File: config.mk
export PLATFORM = sky130hd
export DESIGN_NAME = fp_job_sequencer
export DESIGN_NICKNAME = d
export VERILOG_FILES = /design/src/rtl/fp_seq_pkg.sv /design/src/rtl/fp_job_sequencer_wait_timer.sv /design/src/rtl/fp_job_sequencer.sv
export SDC_FILE = /design/constraint.sdc
export NUM_CORES = 1
export LEC_CHECK = 0
export CAP_MARGIN = 20
export CORE_MARGIN = 4
export CORE_UTILIZATION = 55
export CTS_CLUSTER_DIAMETER = 150
export DETAILED_ROUTE_END_ITERATION = 6
export PLACE_DENSITY = 0.87
export SYNTH_ARGS = -nofsm -noshare
export SYNTH_HDL_FRONTEND = slang
export SYNTH_SLANG_ARGS = --single-unit
File: constraint.sdc
create_clock -name clk -period 3.8 [get_ports clk]
set_input_delay 0.76 -clock clk [delete_from_list [all_inputs] [get_ports clk]]
set_output_delay 0.76 -clock clk [all_outputs]
set_load 0.1 [all_outputs]
File: src/rtl/fp_seq_pkg.sv
// rtl/fp_seq_pkg.sv - shared state encoding and constants for the FP job sequencer
package fp_seq_pkg;

   typedef enum logic [2:0] {
      IDLE,
      READ,
      ISSUE,
      WAIT,
      WRITE,
      DONE
   } state_t;

   localparam logic [31:0] FP_QNAN    = 32'h7FC0_0000;
   localparam int          OPND_BYTES = 8;
   localparam int          RES_BYTES  = 4;

endpackage

File: src/rtl/fp_job_sequencer_wait_timer.sv
// rtl/fp_job_sequencer_wait_timer.sv - per-operation FP unit watchdog down-counter
module fp_wait_timer #(
   parameter int TIMEOUT = 64
) (
   input  logic clk,
   input  logic rst_n,
   input  logic load,
   input  logic enable,
   output logic expired
);

   localparam int            CW       = $clog2(TIMEOUT + 1);
   localparam logic [CW-1:0] LOAD_VAL = CW'(TIMEOUT - 1);

   logic [CW-1:0] count;

   // Loaded with TIMEOUT-1 so the flag rises in the TIMEOUT-th WAIT cycle.
   always_ff @(posedge clk or negedge rst_n) begin
      if (!rst_n) begin
         count <= '0;
      end else if (load) begin
         count <= LOAD_VAL;
      end else if (enable && (count != '0)) begin
         count <= count - CW'(1);
      end
   end

   assign expired = (count == '0);

endmodule

File: src/rtl/fp_job_sequencer.sv
// rtl/fp_job_sequencer.sv - RAM-to-FP-unit job sequencer with per-op watchdog
module fp_job_sequencer
   import fp_seq_pkg::*;
#(
   parameter int                ADDR_W   = 8,
   parameter int                N_OPS    = 2,
   parameter logic [ADDR_W-1:0] SRC_BASE = 8'h00,
   parameter logic [ADDR_W-1:0] DST_BASE = 8'h40,
   parameter int                TIMEOUT  = 64
) (
   input  logic              clk,
   input  logic              rst_n,
   input  logic              start,
   output logic              busy,
   output logic              done,
   output logic              err,
   output logic [ADDR_W-1:0] addr,
   input  logic [7:0]        rdata,
   output logic [7:0]        wdata,
   output logic              wen,
   output logic [31:0]       fp_a,
   output logic [31:0]       fp_b,
   output logic              fp_start,
   input  logic [31:0]       fp_result,
   input  logic              fp_done
);

   localparam int KW = 5;

   state_t            state;
   logic [3:0]        step;
   logic [KW-1:0]     k;
   logic [ADDR_W-1:0] src_ptr;
   logic [ADDR_W-1:0] dst_ptr;
   logic [31:0]       result;
   logic [31:0]       wait_res;
   logic              expired;

   fp_wait_timer #(.TIMEOUT(TIMEOUT)) u_timer (
      .clk     (clk),
      .rst_n   (rst_n),
      .load    (state == ISSUE),
      .enable  (state == WAIT),
      .expired (expired)
   );

   // A real completion takes priority over a watchdog expiry in the same cycle.
   assign wait_res = fp_done ? fp_result : FP_QNAN;

   always_ff @(posedge clk or negedge rst_n) begin
      if (!rst_n) begin
         state    <= IDLE;
         step     <= '0;
         k        <= '0;
         src_ptr  <= SRC_BASE;
         dst_ptr  <= DST_BASE;
         result   <= '0;
         addr     <= '0;
         wdata    <= '0;
         wen      <= 1'b0;
         fp_a     <= '0;
         fp_b     <= '0;
         fp_start <= 1'b0;
         busy     <= 1'b0;
         done     <= 1'b0;
         err      <= 1'b0;
      end else begin
         wen      <= 1'b0;
         fp_start <= 1'b0;
         done     <= 1'b0;
         case (state)
            IDLE: begin
               if (start) begin
                  state   <= READ;
                  busy    <= 1'b1;
                  err     <= 1'b0;
                  k       <= '0;
                  step    <= '0;
                  src_ptr <= SRC_BASE;
                  dst_ptr <= DST_BASE;
                  addr    <= SRC_BASE;
               end
            end
            READ: begin
               // rdata lags addr by one cycle, so step s captures byte s-1.
               if (step != 4'd0) begin
                  if (step <= 4'(RES_BYTES)) fp_a <= {fp_a[23:0], rdata};
                  else                       fp_b <= {fp_b[23:0], rdata};
               end
               if (step < 4'(OPND_BYTES - 1)) addr <= addr + ADDR_W'(1);
               if (step == 4'(OPND_BYTES)) begin
                  step     <= '0;
                  state    <= ISSUE;
                  fp_start <= 1'b1;
               end else begin
                  step <= step + 4'd1;
               end
            end
            ISSUE: begin
               state <= WAIT;
            end
            WAIT: begin
               if (fp_done || expired) begin
                  if (!fp_done) err <= 1'b1;
                  result <= wait_res;
                  wdata  <= wait_res[31:24];
                  wen    <= 1'b1;
                  addr   <= dst_ptr;
                  step   <= '0;
                  state  <= WRITE;
               end
            end
            WRITE: begin
               if (step == 4'(RES_BYTES - 1)) begin
                  step    <= '0;
                  dst_ptr <= dst_ptr + ADDR_W'(RES_BYTES);
                  if (k == KW'(N_OPS - 1)) begin
                     state <= DONE;
                     done  <= 1'b1;
                  end else begin
                     k       <= k + KW'(1);
                     src_ptr <= src_ptr + ADDR_W'(OPND_BYTES);
                     addr    <= src_ptr + ADDR_W'(OPND_BYTES);
                     state   <= READ;
                  end
               end else begin
                  step   <= step + 4'd1;
                  wen    <= 1'b1;
                  addr   <= addr + ADDR_W'(1);
                  wdata  <= result[23:16];
                  result <= {result[23:0], 8'h00};
               end
            end
            DONE: begin
               state <= IDLE;
               busy  <= 1'b0;
            end
            default: state <= IDLE;
         endcase
      end
   end

endmodule

; Word level (Yosys, flattened, before mapping)
; Cells that the tools add are included.
[classes]
n_eq_ne = 17
magnitude_cmp = 2
n_mux = 49
n_reduce_logical = 22
bitwise_logic = 1
n_addsub = 6
[op_table]
columns = cell, count
row1 = $mux W8, 10
row2 = $mux W24, 2
row3 = $pmux W24 S2, 1
row4 = $pmux W8 S2, 3
row5 = $mux W32, 1
row6 = $pmux W8 S4, 1
row7 = $mux W4, 4
row8 = $ne A2 B2 Y1 const B, 8
row9 = $pmux W4 S4, 1
row10 = $mux W3, 5
row11 = $mux W5, 3
row12 = $pmux W3 S5, 1
row13 = $reduce_and A3 Y1, 5
row14 = $mux W7, 2
row15 = $reduce_and A4 Y1, 3
row16 = $mux W1, 11
row17 = $pmux W5 S2, 1
row18 = $reduce_bool A2 Y1, 5
row19 = $add A8 B1 Y8 const B, 1
row20 = $add A8 B3 Y8 const B, 1
row21 = $add A8 B4 Y8 const B, 1
row22 = $reduce_bool A4 Y1, 2
row23 = $logic_not A7 Y1, 1
row24 = $reduce_bool A7 Y1, 1
row25 = other kinds (19), 23
[totals]
in_bits = 44
out_inout_bits = 85
word_cells = 113
reg_bits = 144

; Depth between registers and ports, before layout
[logic_depth]
word_depth = 4
ltp_mapped = 10
mapped_depth_nobuf = 8

; By module
; Synthesis repeated with hierarchy kept, for this count alone.
[unflattened]
hier_cells = 544
hier_area_um2 = 6441.2
[by_module_without_submodules]
columns = mod, n_inst, seq_area_each_um2, area_per_inst_um2, cells_each
row1 = fp_job_sequencer, 1, 3304.4, 6060.8, 509
row2 = fp_wait_timer, 1, 175.2, 380.4, 35

; Worst setup path after synthesis
; OpenSTA, ideal clock, no wires.
[synth_timing]
path_type = reg2reg
start = register addr[2]
end = register addr[7]
arrival_ps = 1775
required_ps = 3672
setup_slack_ps = 1897
path_buffers = 0
path_stages_with_launch = 6
setup_time_ps = 128
synth_period_minus_slack_ps = 1903
cell_sequence = dfrtp_1 and3_1 and3_1 a31oi_1 o21ai_0 o21ai_1
[synth_between]
elab_chain_len = 3
elab_cells_between_ends = 4
cone_classes = add/sub: 1 / mux: 3
[synth_rtl]
columns = item, line_no
row1 = start: declaration, fp_job_sequencer.sv:17  ; output logic [ADDR_W-1:0] addr,
row2 = start signal: assignment, fp_job_sequencer.sv:90  ; if (step < 4'(OPND_BYTES - 1)) addr <= addr + ADDR_W'(1);
row3 = start signal: assignment, fp_job_sequencer.sv:108  ; addr <= dst_ptr;
row4 = start signal: assignment, fp_job_sequencer.sv:123  ; addr <= src_ptr + ADDR_W'(OPND_BYTES);
row5 = $add A8 B1 Y8 (*), "fp_job_sequencer.sv:90, fp_job_sequencer.sv:129"
row6 = $mux W8 (on tied branches), "fp_job_sequencer.sv:114, fp_job_sequencer.sv:90"
row7 = $pmux W8 S4 (*), fp_job_sequencer.sv:71  ; case (state)
; Mark *: on every way between the ends. The rest lies on a longest branch, timed or not. The select of a mux whose other input is x is not followed.
; A chain may end at the register's enable or synchronous reset.

; Final worst setup path
[layout_timing]
start = register state[1]
end = register result[17]
[layout_between]
elab_chain_len = 3
elab_cells_between_ends = 7
cone_classes = eq/ne: 4 / mux: 1 / reduce/logical: 2
[layout_rtl]
columns = item, line_no
row1 = start: declaration, fp_job_sequencer.sv:30  ; state_t state;
row2 = start signal: assignment, fp_job_sequencer.sv:52  ; state <= IDLE;
row3 = start signal: assignment, fp_job_sequencer.sv:74  ; state <= READ;
row4 = start signal: assignment, fp_job_sequencer.sv:93  ; state <= ISSUE;
row5 = $eq A3 B3 Y1 or $eq A3 B2 Y1 (tied branches), fp_job_sequencer.sv:71
row6 = $ne A2 B2 Y1 (no source line) or $reduce_bool A2 Y1 (tied branches), n/a
row7 = $reduce_and A3 Y1 (no source line), n/a
row8 = end signal: assignment, fp_job_sequencer.sv:105  ; result <= wait_res;
row9 = end signal: assignment, fp_job_sequencer.sv:131  ; result <= {result[23:0], 8'h00};
row10 = end: declaration, fp_job_sequencer.sv:35  ; logic [31:0] result;
; Parallel ways exist; a longest one is shown, timed or not.

==> out/metrics.cfg <==
[synthesis]
synthDistinctLibCells = 53
ys_seq_area_frac = 0.563
syn-mean-instance-area_sq_um = 11.5
synth_cells = 538
synth-async-reset-ratio = 1.00
netlist.area_leader.share = 0.558
syn_area_sq_um = 6180
synth_nets = 590
synth_top_area_cell = dfrtp_1
yosys_warnings = 0
ys_seq_elements = 139
yosys_most_used_dff = dfrtp_1
synth_edf_count = 0
ys_top_cells_by_area = dfrtp_1 (56%), mux2_2 (12%), nor2_1 (3.9%)

[sta]
rsz0062_at_grt = false
holdWs_ns = 0.382
slew_viol_final = 0
finalSetupViolCount = 0
finalSetupTns_ns = 0
hold_violations = 0
fin_crit_sh = 0.860
max_slew_margin = 0.317
min_period_ns = 3.27
skew_ns = 0.00778
max_freq_mhz = 306
tightest_slew_ns = 1.02

[worst_setup_path]
slowest_stage = a21oi_2
crit_path_start_kind = flop
crit_chain = or3b_1 > nor2_2 > a21oi_2 > inv_2 > nor2_1 > nor2_1
worstRegToRegCells = 6
cp_slowest_stage_delay_ns = 0.74
path_common_cell = nor2_1
end_kind = flop
startpoint = state[1]
reg2reg_from = state[1]
cp_max_fo = 42
cp_data_required_time_ns = 4.08
arrival_ns = 3.55
crit_type = flop to flop

[clock_network]
cts_inserted_buffers = 17
clk_pin_slew_ns = 0.06
clkSinkCount = 139
cts_setup_buffers = 0
postCtsHoldBufs = 0
root_buffer = clkbuf_16
clock_latency_ns = 0.41
htreeDepth = 4
postCtsResizedCells = 0
cts_tree = yes
clk_path_buf_depth = 2

[grt]
gr-usage-all-layers = 0.233
use_met1 = 0.305
overflow = 0
top_usage_layer = met2
grt_pass1_wl_um = 24000
grt_max_degree = 85
use_met2 = 0.378
grtUsageMet3 = 0.0515
antenna_found_initial = 0
grt_pass1_vias = 4734

[drt]
viasPerCell = 5.73
vias = 4664
drt_wl_total_um = 14500
drc = 0
wl_per_cell_um = 17.8
drt_pre_antenna_iters = 7
postRouteAntennaNets = 0
drt_iter0_markers = 368

[layout]
utilization = 0.736
fin_nets = 713
drive_gt1_frac = 0.175
area_delta_synth_final_pct = 30.2
insertedDiodeCount = 0

[die]
die_w_um = 114
die-area_sq_um = 13000
rows = 38
start_util = 0.566
io_pins = 129
core_sq_um = 10900
dieHeight_um = 114

[job]
maxCapViolations = 0

[min_path]
holdCritPathClass = input pin to async pin

[place]
place_congestion = 0.856
hpwl_um = 10100
port_buffers = 128

[outcome]
status = finished, final reports clean

-- Yosys cell counts, types with 5 or more instances --
cell type	instances
nand3_1	15
ha_1	8
nor2_1	65
a31oi_1	5
buf_2	11
a21oi_1	14
o21ai_0	15
nand2_1	53
buf_4	8
o21ai_1	11
a221oi_1	18
xor2_1	8
o22ai_1	10
inv_1	13
xnor2_1	8
dfrtp_1	138
clkbuf_1	5
and3_1	5
mux2_2	64
buf_6	6
-- state kept, by name (all words and copies together), names as in the netlist --
name / cells
addr: 8
busy: 1
done: 1
dst_ptr: 6
err: 1
fp_a: 32
fp_b: 32
fp_start: 1
k: 5
result: 24
src_ptr: 5
state: 3
step: 4
u_timer.count: 7
wdata: 8
wen: 1
-- critical path: cells and delay by family (launching register included) --
kind,cells,cell delay [ns]
compound gates,1,0.74
buf+inv,1,0.54
flops,1,0.70
simple gates,4,1.15
-- final timing paths --
kind	slack (ns)	end
worst max-delay path	0.53	result[17]
worst min-delay path	0.38	result[2]
min in group clk	0.47	result[3]
worst min register to register	0.47	result[3]
worst max register to register	0.53	result[17]
max in group asynchronous	2.59	addr[0]
-- kinds of logic after synthesis --
| logic type | count (synthesis) | share of synthesized area |
|---|---|---|
| flip-flops | 139 | 0.563 |
| XOR/XNOR | 16 | 0.0227 |
| AND/OR/NAND/NOR | 174 | 0.138 |
| multiplexers | 65 | 0.118 |
| AO/OA/AOI/OAI | 92 | 0.101 |
| adder cells (fa/ha/maj) | 8 | 0.0162 |
| buffers and inverters | 44 | 0.0411 |
-- placed cells by master, fill, tap and decap left out, types with 5 or more instances in the layout --
| cell type | netlist | final |
|---|---|---|
| nand2_1 | 53 | 53 |
| clkbuf_16 | 0 | 17 |
| o22ai_1 | 10 | 10 |
| o21ai_0 | 15 | 15 |
| nor2_1 | 65 | 65 |
| buf_4 | 8 | 6 |
| clkdlybuf4s50_1 | 0 | 127 |
| inv_1 | 13 | 13 |
| ha_1 | 8 | 8 |
| and3_1 | 5 | 5 |
| a21oi_1 | 14 | 14 |
| dfrtp_1 | 138 | 138 |
| xnor2_1 | 8 | 8 |
| nand3_1 | 15 | 15 |
| xor2_1 | 8 | 8 |
| o21ai_1 | 11 | 10 |
| a31oi_1 | 5 | 5 |
| mux2_2 | 64 | 64 |
| a221oi_1 | 18 | 18 |
| o21ai_2 | 4 | 5 |
-- through the flow --
step	std cells	setup slack [ns]	instance area, sq um
after floorplan	538	1.90	6180
after global placement	782	0.696	7490
after detailed placement	782	0.588	7490
after CTS	814	0.571	8050
after global routing	814	0.258	8050
final	814	0.531	8050
-- final cells by class --
type	count	area, sq um
clock inverters	12	114
multi-input cells	355	2450
flip-flops and latches	139	3480
inverters	14	52.6
clock buffers	20	447
fillers	750	2890
repair buffers	134	1330
well taps	140	175
-- per-layer routing --
metal  wire length, um  vias up  share of wire
met3               724       38          0.050
met1              5920     2305           0.41
met5                 0        -              0
met2              7510      174           0.52
met4               324        0          0.022
li1                  -     2147              -
Power is not shown: default switching activity piles up to over one toggle a cycle in this logic, so the estimate is an artifact.
==> RTL change (config.mk and constraints unchanged) <==
Add an input register stage for `start`, `rdata`, `fp_result` and `fp_done`, without a reset; this delays them by one clock. Comments in the files are not updated.
--- a/src/rtl/fp_job_sequencer.sv
+++ b/src/rtl/fp_job_sequencer.sv
@@ -29,2 +29,14 @@
 
+   logic start_q;
+   logic [7:0] rdata_q;
+   logic [31:0] fp_result_q;
+   logic fp_done_q;
+
+   always_ff @(posedge clk) begin
+      start_q     <= start;
+      rdata_q     <= rdata;
+      fp_result_q <= fp_result;
+      fp_done_q   <= fp_done;
+   end
+
    state_t            state;
@@ -47,3 +59,3 @@
    // A real completion takes priority over a watchdog expiry in the same cycle.
-   assign wait_res = fp_done ? fp_result : FP_QNAN;
+   assign wait_res = fp_done_q ? fp_result_q : FP_QNAN;
 
@@ -72,3 +84,3 @@
             IDLE: begin
-               if (start) begin
+               if (start_q) begin
                   state   <= READ;
@@ -86,4 +98,4 @@
                if (step != 4'd0) begin
-                  if (step <= 4'(RES_BYTES)) fp_a <= {fp_a[23:0], rdata};
-                  else                       fp_b <= {fp_b[23:0], rdata};
+                  if (step <= 4'(RES_BYTES)) fp_a <= {fp_a[23:0], rdata_q};
+                  else                       fp_b <= {fp_b[23:0], rdata_q};
                end
@@ -102,4 +114,4 @@
             WAIT: begin
-               if (fp_done || expired) begin
-                  if (!fp_done) err <= 1'b1;
+               if (fp_done_q || expired) begin
+                  if (!fp_done_q) err <= 1'b1;
                   result <= wait_res;
Check against the original RTL: not equivalent (a bounded check fails within 4 cycles, from zero or initial values and one cycle with rst_n low).
==> RTL change against the original RTL <==
- non-clock buffer count increased by 2
- worst hold slack got worse by 0.026 ns
- register-to-register slack improved by 0.51 ns
- sequential cell count increased by 42
- synthesized cell count increased by 6.9%
- via count increased by 5.1%
- wire length increased by 6.8%
- fmax increased by 17%
- area after synthesis increased by 15%
- cell area increased by 13%
- setup slack improved by 0.48 ns
- global-route usage decreased by 1.7 points
- critical endpoint is now fp_a[8]
- largest cell class unchanged
Power is left out: the tool's default activity adds up to more than one toggle a clock period on the data nets, which glitch-free logic cannot reach.
==> RTL change: results (changes against the original RTL) <==
Status
  • Status: finished clean

Synth
  • Commonest cells post-synth: dfrtp_1 (138), nor2_1 (45), dfxtp_1 (42), mux2_2 (36), a21oi_1 (31)
  • Netlist cell types: 54 (+1.9%)
  • Post-synth ARST share: 0.768 (-0.232)
  • Syn. warnings: 0 (unchanged)
  • Synth Flop Type: dfrtp_1
  • Syn nets: 627 (+6.3%)
  • Synth area leaders: dfrtp_1 (49%), dfxtp_1 (12%), mux2_4 (6.3%), mux2_2 (5.7%), nor2_1 (2.4%)
  • Register area share after synthesis: 0.608 (+0.0453)

Finish
  • # diodes: 0 (unchanged)
  • Top flop regs: fp_a: 32 flops, fp_b: 32 flops, fp_result_q: 32 flops
  • FILL cells: 868 (+16%)
  • Share of layout cells above drive strength 1: 0.169 (-0.00630)
  • Final Net Count: 750 (+5.2%)

Placed design
  • Port Buffers: 128 (unchanged)
  • Placed inst area: 0.00848 sq mm (+13%)
  • Gp weighted congestion: 0.866 (+1.2%)
  • Detailed Place HPWL: 10500 microns (+3.9%)

Clock tree
  • Maximum root-to-sink buffer count: 2 (unchanged)
  • PostCTS Resize Cnt: 0 (unchanged)
  • Root Buffer: clkbuf_16
  • Cts bufs inserted: 17 (unchanged)
  • CTS clk-pin slew, worst paths: 0.08 ns (+0.02 ns)
  • Post CTS Setup Buffer Count: 0 (unchanged)
  • Clock Latency Late Sink: 0.43 ns (+0.02 ns)
  • H-tree depth: 4 (unchanged)

Drt
  • WL/cell: 17.5 microns (-1.5%)
  • Drt pass-1 iters: 6 (-1)
  • Routed vias: 4901 (+5.1%)
  • DRT iter0 DRCs: 484 (+32%)

Global routing
  • GR Util met3: 0.0548 (+0.00332)
  • GRT Total Usage: 0.216 (-0.0174)
  • Antenna violations before repair: 0 (unchanged)
  • First-pass GRT wire length: 25100 microns (+4.4%)
  • GR Util met2: 0.362 (-0.0162)
  • Largest net degree at the start of global routing: 85 (unchanged)
  • M1 GR Usage: 0.277 (-0.0281)

Worst setup path
  • CP max stage cell: clkdlybuf4s50_1
  • CP top delay family: buffers and inverters
  • R2r setup slk: 1.04 ns (+0.51 ns)
  • Critical Path Fanout Max: 3 (-93%)
  • Critical path's largest stage delay: 1.17 ns (+0.43 ns)
  • Critical path arrival: 2.03 ns (-1.52 ns)

Timing
  • Worst Skew: 0.0145 ns (+0.00671 ns)
  • Max_slew headroom: 0.318 (+0.00194)

Hold path
  • HP Class: in2async
==> RTL change: cell type report <==
cell class	count	area [sq um]	share of cell area
sequential	181	4320	0.476
tap	172	215	0.0237
clock buffer	18	450	0.0497
multi-input combinational	342	2530	0.279
clock inverter	14	136	0.0150
timing repair buffer	136	1340	0.148
inverter	20	75.1	0.00828
==> RTL change: stage by stage <==
step / instances / worst slack (ns) / util / hold slack, ns
floorplan: 575 / 1.65 / - / 0.429
global placement: 851 / 1.27 / 0.672 / 0.438
detailed placement: 851 / 1.11 / 0.672 / 0.439
CTS: 883 / 0.997 / 0.719 / 0.403
global route: 883 / 0.821 / 0.719 / 0.425
finish: 883 / 1.01 / 0.719 / 0.356
==> RTL change: kinds of logic after synthesis <==
logic type	share of synthesized area
AOI/OAI and AO/OA	0.101
xor gates and xnor gates	0.0197
adders and majority gates	0.0141
buffers and inverters	0.0384
DFF	0.608
muxes	0.122
and+or+nand+nor	0.0968
==> RTL change: per-layer routing <==
metal  routed length (microns)  share of wire
met4                       272          0.018
met5                         0              0
met3                       884          0.057
met1                      6390           0.41
met2                      7930           0.51
==> RTL change: path summary, 6_finish.rpt <==
| path | start | to | cells after the start |
|---|---|---|---|
| worst min register to register | fp_result_q[2]$_DFF_P_ | result[2]$_DFFE_PN0P_ | 2 |
| worst max-delay path | fp_a[8]$_DFFE_PN0P_ | fp_a[8] | 1 |
| worst min-delay path | rst_n | u_timer.count[3]$_DFFE_PN0P_ | 1 |
| min in group clk | fp_result_q[2]$_DFF_P_ | result[2]$_DFFE_PN0P_ | 2 |
| max in group asynchronous | rst_n | result[8]$_DFFE_PN0P_ | 2 |
| worst max register to register | state[1]$_DFFE_PN0P_ | src_ptr[5]$_DFFE_PN0P_ | 6 |
